File: config.mk
export PLATFORM = sky130hd
export DESIGN_NAME = barrett_red
export DESIGN_NICKNAME = d
export VERILOG_FILES = /design/src/rtl/barrett_red.sv
export SDC_FILE = /design/constraint.sdc
export NUM_CORES = 1
export LEC_CHECK = 0
export CORE_MARGIN = 4
export CORE_UTILIZATION = 34
export DETAILED_ROUTE_END_ITERATION = 12
export PLACE_DENSITY_LB_ADDON = 0.12
export SYNTH_ARGS = -nofsm -noshare
export SYNTH_HDL_FRONTEND = slang
export SYNTH_SLANG_ARGS = --single-unit
File: constraint.sdc
create_clock -name clk -period 9.12 [get_ports clk]
set_input_delay 2.736 -clock clk [delete_from_list [all_inputs] [get_ports clk]]
set_output_delay 2.736 -clock clk [all_outputs]
set_load 0.01 [all_outputs]
File: src/rtl/barrett_red.sv
// barrett_red: four-stage pipelined Barrett reducer, returns {in_H, in_L} mod Q with valid/ready.
// Optional BARRETT_RANGE_CHECK_EN builds an x >= Q*Q detector that drives the sticky err flag.
`ifndef DATAWIDTH
`define DATAWIDTH 14
`endif

module barrett_red #(
    parameter int W  = `DATAWIDTH,
    parameter int Q  = 12289,
    parameter int MU = 21843
) (
    input  logic         clk,
    input  logic         rstn,
    input  logic         in_valid,
    output logic         in_ready,
    input  logic [W-1:0] in_H,
    input  logic [W-1:0] in_L,
    input  logic         in_tag,
    output logic         out_valid,
    input  logic         out_ready,
    output logic [W-1:0] out_r,
    output logic         out_tag,
    output logic         err
);
    localparam logic [W+1:0]   Q_R  = (W+2)'(Q);
    localparam logic [W+1:0]   Q2_R = (W+2)'(2 * Q);
    localparam logic [4*W-1:0] MU_X = (4*W)'(MU);

    function automatic logic [W:0] quot_est(input logic [2*W-1:0] x);
        logic [4*W-1:0] p;
        p = {{(2*W){1'b0}}, x} * MU_X;
        return (W+1)'(p >> (2*W));
    endfunction

    // Only the low W+2 bits matter: the true remainder is below 3Q < 2^(W+2).
    function automatic logic [W+1:0] rem_est(input logic [2*W-1:0] x, input logic [W:0] t);
        logic [2*W+1:0] tq;
        tq = {{(W+1){1'b0}}, t} * (2*W+2)'(Q);
        return (W+2)'(x) - (W+2)'(tq);
    endfunction

    function automatic logic [W-1:0] final_sub(input logic [W+1:0] r);
        logic [W+1:0] s;
        if (r >= Q2_R)
            s = r - Q2_R;
        else if (r >= Q_R)
            s = r - Q_R;
        else
            s = r;
        return W'(s);
    endfunction

    logic           en;
    logic           vld_p1, vld_p2, vld_p3;
    logic [2*W-1:0] x_p1, x_p2;
    logic           tag_p1, tag_p2, tag_p3;
    logic [W:0]     t_p2;
    logic [W+1:0]   r_p3;

    assign en       = ~out_valid | out_ready;
    assign in_ready = en;

    always_ff @(posedge clk or negedge rstn) begin
        if (!rstn) begin
            vld_p1    <= 1'b0;
            vld_p2    <= 1'b0;
            vld_p3    <= 1'b0;
            out_valid <= 1'b0;
            out_r     <= '0;
            out_tag   <= 1'b0;
        end else if (en) begin
            vld_p1    <= in_valid;
            vld_p2    <= vld_p1;
            vld_p3    <= vld_p2;
            out_valid <= vld_p3;
            // S4: conditional subtraction into [0, Q)
            out_r     <= final_sub(r_p3);
            out_tag   <= tag_p3;
        end
    end

    always_ff @(posedge clk) begin
        if (en) begin
            // S1: capture product
            x_p1   <= {in_H, in_L};
            tag_p1 <= in_tag;
            // S2: quotient estimate
            t_p2   <= quot_est(x_p1);
            x_p2   <= x_p1;
            tag_p2 <= tag_p1;
            // S3: partial remainder
            r_p3   <= rem_est(x_p2, t_p2);
            tag_p3 <= tag_p2;
        end
    end

`ifdef BARRETT_RANGE_CHECK_EN
    localparam logic [2*W-1:0] QQ = (2*W)'(longint'(Q) * longint'(Q));

    logic bad_p1, bad_p2, bad_p3, bad_p4;
    logic err_q;

    always_ff @(posedge clk) begin
        if (en) begin
            bad_p1 <= {in_H, in_L} >= QQ;
            bad_p2 <= bad_p1;
            bad_p3 <= bad_p2;
            bad_p4 <= bad_p3;
        end
    end

    always_ff @(posedge clk or negedge rstn) begin
        if (!rstn)
            err_q <= 1'b0;
        else if (out_valid && out_ready && bad_p4)
            err_q <= 1'b1;
    end

    assign err = err_q;
`else
    assign err = 1'b0;
`endif

endmodule
==> results of run 1 <==
[final cells by class]
| type | instances | area [sq um] |
|---|---|---|
| fillers | 3623 | 22000 |
| clock buffers | 9 | 225 |
| repair buffers | 51 | 505 |
| well taps | 461 | 577 |
| multi-input cells | 752 | 8350 |
| inverters | 346 | 1300 |
| clock inverters | 7 | 97.6 |
| flip-flops and latches | 97 | 2820 |
[logic make-up after synthesis]
logic type | synth area share
flops | 0.225
buf+inv | 0.107
fa+ha+maj | 0.483
xor+xnor | 0.0357
simple gates | 0.0563
compound gates | 0.0872
mux | 0.00540
other cells | 0.000300
[final timing paths]
kind / end / slack (ps) / cells past startpoint
setup / recovery: in_ready / 2420 / 3
hold / removal: tag_p3$_DFFE_PP_ / 430 / 0
max in group asynchronous: out_r[12]$_DFFE_PN0P_ / 5760 / 1
min in group asynchronous: out_tag$_DFFE_PN0P_ / 2840 / 1
hold reg to reg: tag_p3$_DFFE_PP_ / 430 / 0
setup reg to reg: t_p2[13]$_DFFE_PP_ / 2840 / 19
[stage by stage]
step / worst slack, ps / utilization
after floorplan: 634 / -
after global placement: 2400 / 0.377
after detailed placement: 2410 / 0.377
after CTS: 2390 / 0.386
after global routing: 2370 / 0.386
final: 2420 / 0.386
[routing by layer]
metal | wire (um) | GRT usage
met1 | 12900 | 0.198
met2 | 12600 | 0.243
met3 | 611 | 0.0195
met4 | 282 | 0.0304
met5 | 0 | 0
[placed cells by master, fill, tap and decap left out, drive strengths merged, types with 3 or more instances in the layout]
cell	instances
nand2b	7
nand4	7
mux2	6
a21boi	4
ha	252
xnor2	39
o211ai	11
fa	144
edfxtp	78
clkdlybuf4s50	49
and4	3
a211oi	6
and2	3
nand3	8
o21a	8
clkbuf	9
nor2b	5
nor2	44
a21o	22
xor2	12
o21ai	23
a31oi	8
o21bai	3
nor3	15
inv	350
or3	5
a21oi	51
dfrtp	19
o41ai	4
nor4	3
nand2	31
[flip-flops by register name (all words and copies together) (netlist names)]
name       cells
x_p1          28
r_p3          16
x_p2          16
t_p2          15
out_r         14
out_tag        1
out_valid      1
tag_p1         1
tag_p2         1
tag_p3         1
vld_p1         1
vld_p2         1
vld_p3         1
[synth_stat cells (all sizes together) (2+ instances only)]
cell type | instances | area [sq um]
inv | 346 | 1300
or2 | 2 | 12.5
nand3 | 8 | 45.0
o2111ai | 2 | 17.5
dfrtp | 19 | 475
nand4 | 7 | 43.8
xor2 | 12 | 105
nor2b | 5 | 31.3
a21oi | 51 | 255
o21ai | 23 | 115
xnor2 | 39 | 342
nor2 | 44 | 173
a31oi | 8 | 80.1
clkbuf | 6 | 22.5
o211ai | 11 | 92.6
mux2 | 6 | 67.6
a21boi | 4 | 30.0
and2 | 3 | 18.8
a211oi | 6 | 45.0
and3 | 2 | 12.5
nor3 | 15 | 75.1
o221ai | 2 | 17.5
or3 | 5 | 36.3
buf | 2 | 15.0
o21a | 8 | 60.1
a211o | 2 | 18.8
o41ai | 4 | 61.3
nand2 | 31 | 116
fa | 144 | 2880
nand2b | 7 | 43.8
o21bai | 3 | 22.5
and4 | 3 | 26.3
ha | 252 | 3150
a21o | 22 | 165
nor4 | 3 | 18.8
edfxtp | 78 | 2340
[worst reg2reg max path: cells and delay by family, from the launching register on]
family	cells	cell delay [ps]
buffers and inverters	4	210
and+or+nand+nor	4	800
adders and majority gates	7	3430
xor gates and xnor gates	1	130
AOI/OAI and AO/OA	3	850
DFF	1	600
==> flow_metrics.env, run 1 <==
export IMPL_cts_root_buffer="sky130_fd_sc_hd__clkbuf_16"
export IMPL_fin_skew_ps=6.02
export IMPL_ant_nets=0
export IMPL_crit_path_cell_trace="clkdlybuf4s50_1, nand2b_4, clkdlybuf4s50_1"
export IMPL_final_period_utilization=0.735
export IMPL_cts_htree_levels=3
export IMPL_synth_flop_cell="sky130_fd_sc_hd__edfxtp_1"
export IMPL_post_synth_instance_area_sq_um=12500
export IMPL_globalRouteTotalUtil=0.143
export IMPL_synth_seq_cells=97
export IMPL_cts_buffer_depth=2
export IMPL_floorplan_initialDensity=0.348
export IMPL_worst_setup_path_start_kind="primary input"
export IMPL_path_clk_slew_ps=80
export IMPL_outcome="finished, final reports clean"
export IMPL_arrival_ps=3970
export IMPL_grt_antenna_before_repair=0
export IMPL_cts_buffers=9
export IMPL_gp_congestion=0.819
export IMPL_critPathCaptureType="primary output"
export IMPL_fp_coreArea_sq_um=35900
export IMPL_timing_setup_tns_ps=0
export IMPL_worst_path_largest_cell_delay_ps=570
export IMPL_antennaDiodeCount=0
export IMPL_timing_critical_path_max_delay_family="buffers and inverters"
export IMPL_cts_tree="done"
export IMPL_setup_viol=0
export IMPL_synth_warning_count=0
export IMPL_post_cts_setup_buffer_count=0
export IMPL_maxClockFrequency_mhz=149
export IMPL_crit_slowest_cell="sky130_fd_sc_hd__clkdlybuf4s50_1"
export IMPL_floorplan_die_area_sq_um=39900
export IMPL_io_pins=51
export IMPL_first_global_vias=8587
export IMPL_rsz0062_at_grt="no"
export IMPL_async_reset_ff_frac=0.196
export IMPL_drive_gt1_frac=0.0309
export IMPL_post_route_worst_hold_slack_ps=427
export IMPL_maxCapViolations=0
export IMPL_critical_path_peak_fanout=2
export IMPL_synthDistinctLibCells=62
export IMPL_area_growth_synth_to_final_pct=11.0
export IMPL_synth_edf_count=78
export IMPL_critical_path_most_common_cell="sky130_fd_sc_hd__clkdlybuf4s50_1"
export IMPL_max_slew_margin_rel=0.435
export IMPL_via_count=7902
export IMPL_drt_initial_drc_count=316
export IMPL_final_cell_count_no_fill=1723
export IMPL_postLayoutCellArea_sq_um=13900
export IMPL_hold_path_startpoint="tag_p2$_DFFE_PP_"
export IMPL_cts_repair_resize_count=0
export IMPL_drt_vias_per_instance=4.59
export IMPL_synth_cells=1203
export IMPL_drc=0
export IMPL_die_y_um=200
export IMPL_r2r_start="x_p1[14]$_DFFE_PP_"
export IMPL_grt_pass1_wl_um=44600
export IMPL_core_rowCount=69
export IMPL_postRouteWirelength_um=26400
export IMPL_synth_yosys_seq_area_share=0.225
export IMPL_synthesis_area_per_instance_sq_um=10.4
export IMPL_worst_setup_path_type="primary input to primary output"
export IMPL_timing_worst_slew_pin_value_ps=844
export IMPL_place_area_sq_um=13600
export IMPL_routed_wire_length_per_instance_um=15.3
export IMPL_cts_num_sinks=97
export IMPL_width_of_the_chip_um=200
export IMPL_crit_required_ps=6380
export IMPL_critical_path_startpoint="out_ready"
export IMPL_finalCriticalPeriod_ps=6700
export IMPL_layout_nets=1686
export IMPL_critical_path_n_buffers_inverters=2
export IMPL_worst_hold_path_type="register to register"
export IMPL_report_final_hold_viol_count=0
export IMPL_grt_start_max_net_pins=72
export IMPL_detailedRoute_firstPassIterationCount=4
export IMPL_post_cts_hold_buffer_count=0
export IMPL_synth_net_count=1632
export IMPL_grt_overflow_total=0
export IMPL_place_inst=1707
export IMPL_slew_viol_final=0
export IMPL_port_buffers=49
export IMPL_clock_insertion_delay_worst_skew_ps=380
export IMPL_hpwl_um=22300
Power of run 1 is left out: the tool's default activity adds up to more than one toggle a clock period on the data nets, which glitch-free logic cannot reach.
==> run 2: changes to the inputs <==
- clock period: 9.12 -> 5.5 ns (I/O delays scaled with it)
==> run 2 against run 1 <==
Worst hold slack better by 9.8 ps. Final cell count up 7.1%. Clock-buffer cell count up 2.
==> flow_metrics.env, run 2 (synthesized netlist as in run 1, its figures left out) <==
export IMPL_post_route_worst_hold_slack_ps=437
export IMPL_fp_coreArea_sq_um=35900
export IMPL_port_buffers=49
export IMPL_io_pins=51
export IMPL_worst_setup_path_start_kind="register"
export IMPL_max_slew_margin_rel=0.435
export IMPL_arrival_ps=5600
export IMPL_cts_root_buffer="sky130_fd_sc_hd__clkbuf_16"
export IMPL_floorplan_die_area_sq_um=39900
export IMPL_slew_viol_final=0
export IMPL_globalRouteTotalUtil=0.157
export IMPL_report_final_hold_viol_count=0
export IMPL_fin_skew_ps=8.52
export IMPL_width_of_the_chip_um=200
export IMPL_final_period_utilization=0.993
export IMPL_pre_cts_ws_ps=-421
export IMPL_worst_hold_path_type="register to register"
export IMPL_setup_ws_ps=39.7
export IMPL_crit_required_ps=5640
export IMPL_drc=0
export IMPL_drt_initial_drc_count=238
export IMPL_setup_worst_path_end="t_p2[8]$_DFFE_PP_"
export IMPL_antennaDiodeCount=0
export IMPL_most_common_layout_cells="sky130_fd_sc_hd__inv_1 (321), sky130_fd_sc_hd__ha_1 (206), sky130_fd_sc_hd__fa_1 (133)"
export IMPL_cts_buffer_depth=2
export IMPL_largest_reg_flops=28
export IMPL_worst_setup_path_type="register to register"
export IMPL_grt_antenna_before_repair=1
export IMPL_floorplan_initialDensity=0.348
export IMPL_ant_nets=0
export IMPL_nFillCells=3575
export IMPL_cts_tree="done"
export IMPL_area_growth_synth_to_final_pct=24.6
export IMPL_critical_path_peak_fanout=4
export IMPL_critPathCaptureType="register"
export IMPL_reg_largest_list="x_p1: 28 flops, r_p3: 16 flops, x_p2: 16 flops"
export IMPL_routed_wire_length_per_instance_um=15.7
export IMPL_hpwl_um=24300
export IMPL_rsz0062_at_grt="yes"
export IMPL_worstRegToRegCells=20
export IMPL_final_cell_count_no_fill=1845
export IMPL_timing_worst_slew_pin_value_ps=845
export IMPL_finalCriticalPeriod_ps=5460
export IMPL_grt_pass1_wl_um=48200
export IMPL_most_common_cell_after_layout_fill_and_taps_aside="sky130_fd_sc_hd__inv_1"
export IMPL_setup_viol=0
export IMPL_drive_gt1_frac=0.200
export IMPL_layout_nets=1808
export IMPL_postRouteWirelength_um=29100
export IMPL_maxClockFrequency_mhz=183
export IMPL_drt_vias_per_instance=4.58
export IMPL_rr_endpoint="t_p2[8]$_DFFE_PP_"
export IMPL_outcome="finished, final reports clean"
export IMPL_grt_overflow_total=0
export IMPL_r2r_start="x_p1[12]$_DFFE_PP_"
export IMPL_maxCapViolations=0
export IMPL_grt_start_max_net_pins=111
export IMPL_path_clk_slew_ps=80
export IMPL_place_inst=1798
export IMPL_core_rowCount=69
export IMPL_post_cts_hold_buffer_count=0
export IMPL_cts_htree_levels=3
export IMPL_cts_num_sinks=97
export IMPL_die_y_um=200
export IMPL_reg2reg_setup_slack_ps=40
export IMPL_first_global_vias=9287
export IMPL_clock_insertion_delay_worst_skew_ps=380
export IMPL_cts_buffers=9
export IMPL_gp_congestion=0.818
export IMPL_fin_util=0.434
export IMPL_critical_path_startpoint="x_p1[12]$_DFFE_PP_"
export IMPL_largest_register="x_p1"
export IMPL_detailedRoute_firstPassIterationCount=4
export IMPL_via_count=8445
-- run 2: worst min path at each step --
stage	start	end	slack, ps	depth (start not counted)
after CTS	tag_p2$_DFFE_PP_	tag_p3$_DFFE_PP_	440	0
final	tag_p1$_DFFE_PP_	tag_p2$_DFFE_PP_	440	0
after floorplan	tag_p1$_DFFE_PP_	tag_p2$_DFFE_PP_	400	0
after global placement	tag_p2$_DFFE_PP_	tag_p3$_DFFE_PP_	420	0
after global routing	tag_p1$_DFFE_PP_	tag_p2$_DFFE_PP_	450	0
after detailed placement	tag_p2$_DFFE_PP_	tag_p3$_DFFE_PP_	410	0
-- run 2: layer usage --
| metal | wire (um) | GRT usage | vias to the layer above | part of all wire |
|---|---|---|---|---|
| met4 | 382 | 0.0355 | 0 | 0.013 |
| li1 | - | - | 4245 | - |
| met3 | 700 | 0.0262 | 19 | 0.024 |
| met1 | 13500 | 0.201 | 4101 | 0.46 |
| met2 | 14500 | 0.279 | 80 | 0.50 |
| met5 | 0 | 0 | - | 0 |
-- run 2: what timing repair did --
| action | in CTS | in global routing |
|---|---|---|
| setup endpoints to repair | 15 | 15 |
| resized for setup | 98 | 53 |
| buffers inserted | 22 | 12 |
| pin swaps | 87 | 47 |
-- run 2: worst max-delay path, stage by stage (launching register included) --
cell,delay [ps]
sky130_fd_sc_hd__edfxtp_1,490
sky130_fd_sc_hd__ha_4,320
sky130_fd_sc_hd__inv_2,40
sky130_fd_sc_hd__fa_2,590
sky130_fd_sc_hd__fa_2,430
sky130_fd_sc_hd__fa_1,510
sky130_fd_sc_hd__inv_2,40
sky130_fd_sc_hd__fa_1,470
sky130_fd_sc_hd__inv_1,50
sky130_fd_sc_hd__fa_1,490
sky130_fd_sc_hd__inv_2,50
sky130_fd_sc_hd__ha_4,270
sky130_fd_sc_hd__and4_1,210
sky130_fd_sc_hd__and4_4,230
sky130_fd_sc_hd__nand4_1,90
sky130_fd_sc_hd__o211ai_2,250
sky130_fd_sc_hd__buf_4,180
sky130_fd_sc_hd__o41ai_4,70
sky130_fd_sc_hd__o21bai_1,210
sky130_fd_sc_hd__a21oi_1,110
sky130_fd_sc_hd__xnor2_1,130
-- run 2: area by class of cell --
type | instances | area [sq um] | area share
clock buffers | 11 | 233 | 0.0149
inverters | 346 | 1300 | 0.0834
flip-flops and latches | 97 | 2820 | 0.181
multi-input cells | 752 | 9110 | 0.585
repair buffers | 173 | 1490 | 0.0957
well taps | 461 | 577 | 0.0370
clock inverters | 5 | 40.0 | 0.00257
-- run 2: stage by stage --
step	setup TNS [ps]	cell area, sq um
after global routing	-1370	15600
after CTS	-40.1	15300
final	0	15600
after detailed placement	-3320	14300
after global placement	-3080	14300
after floorplan	0	12500
Power of run 2 is left out for the same reason.
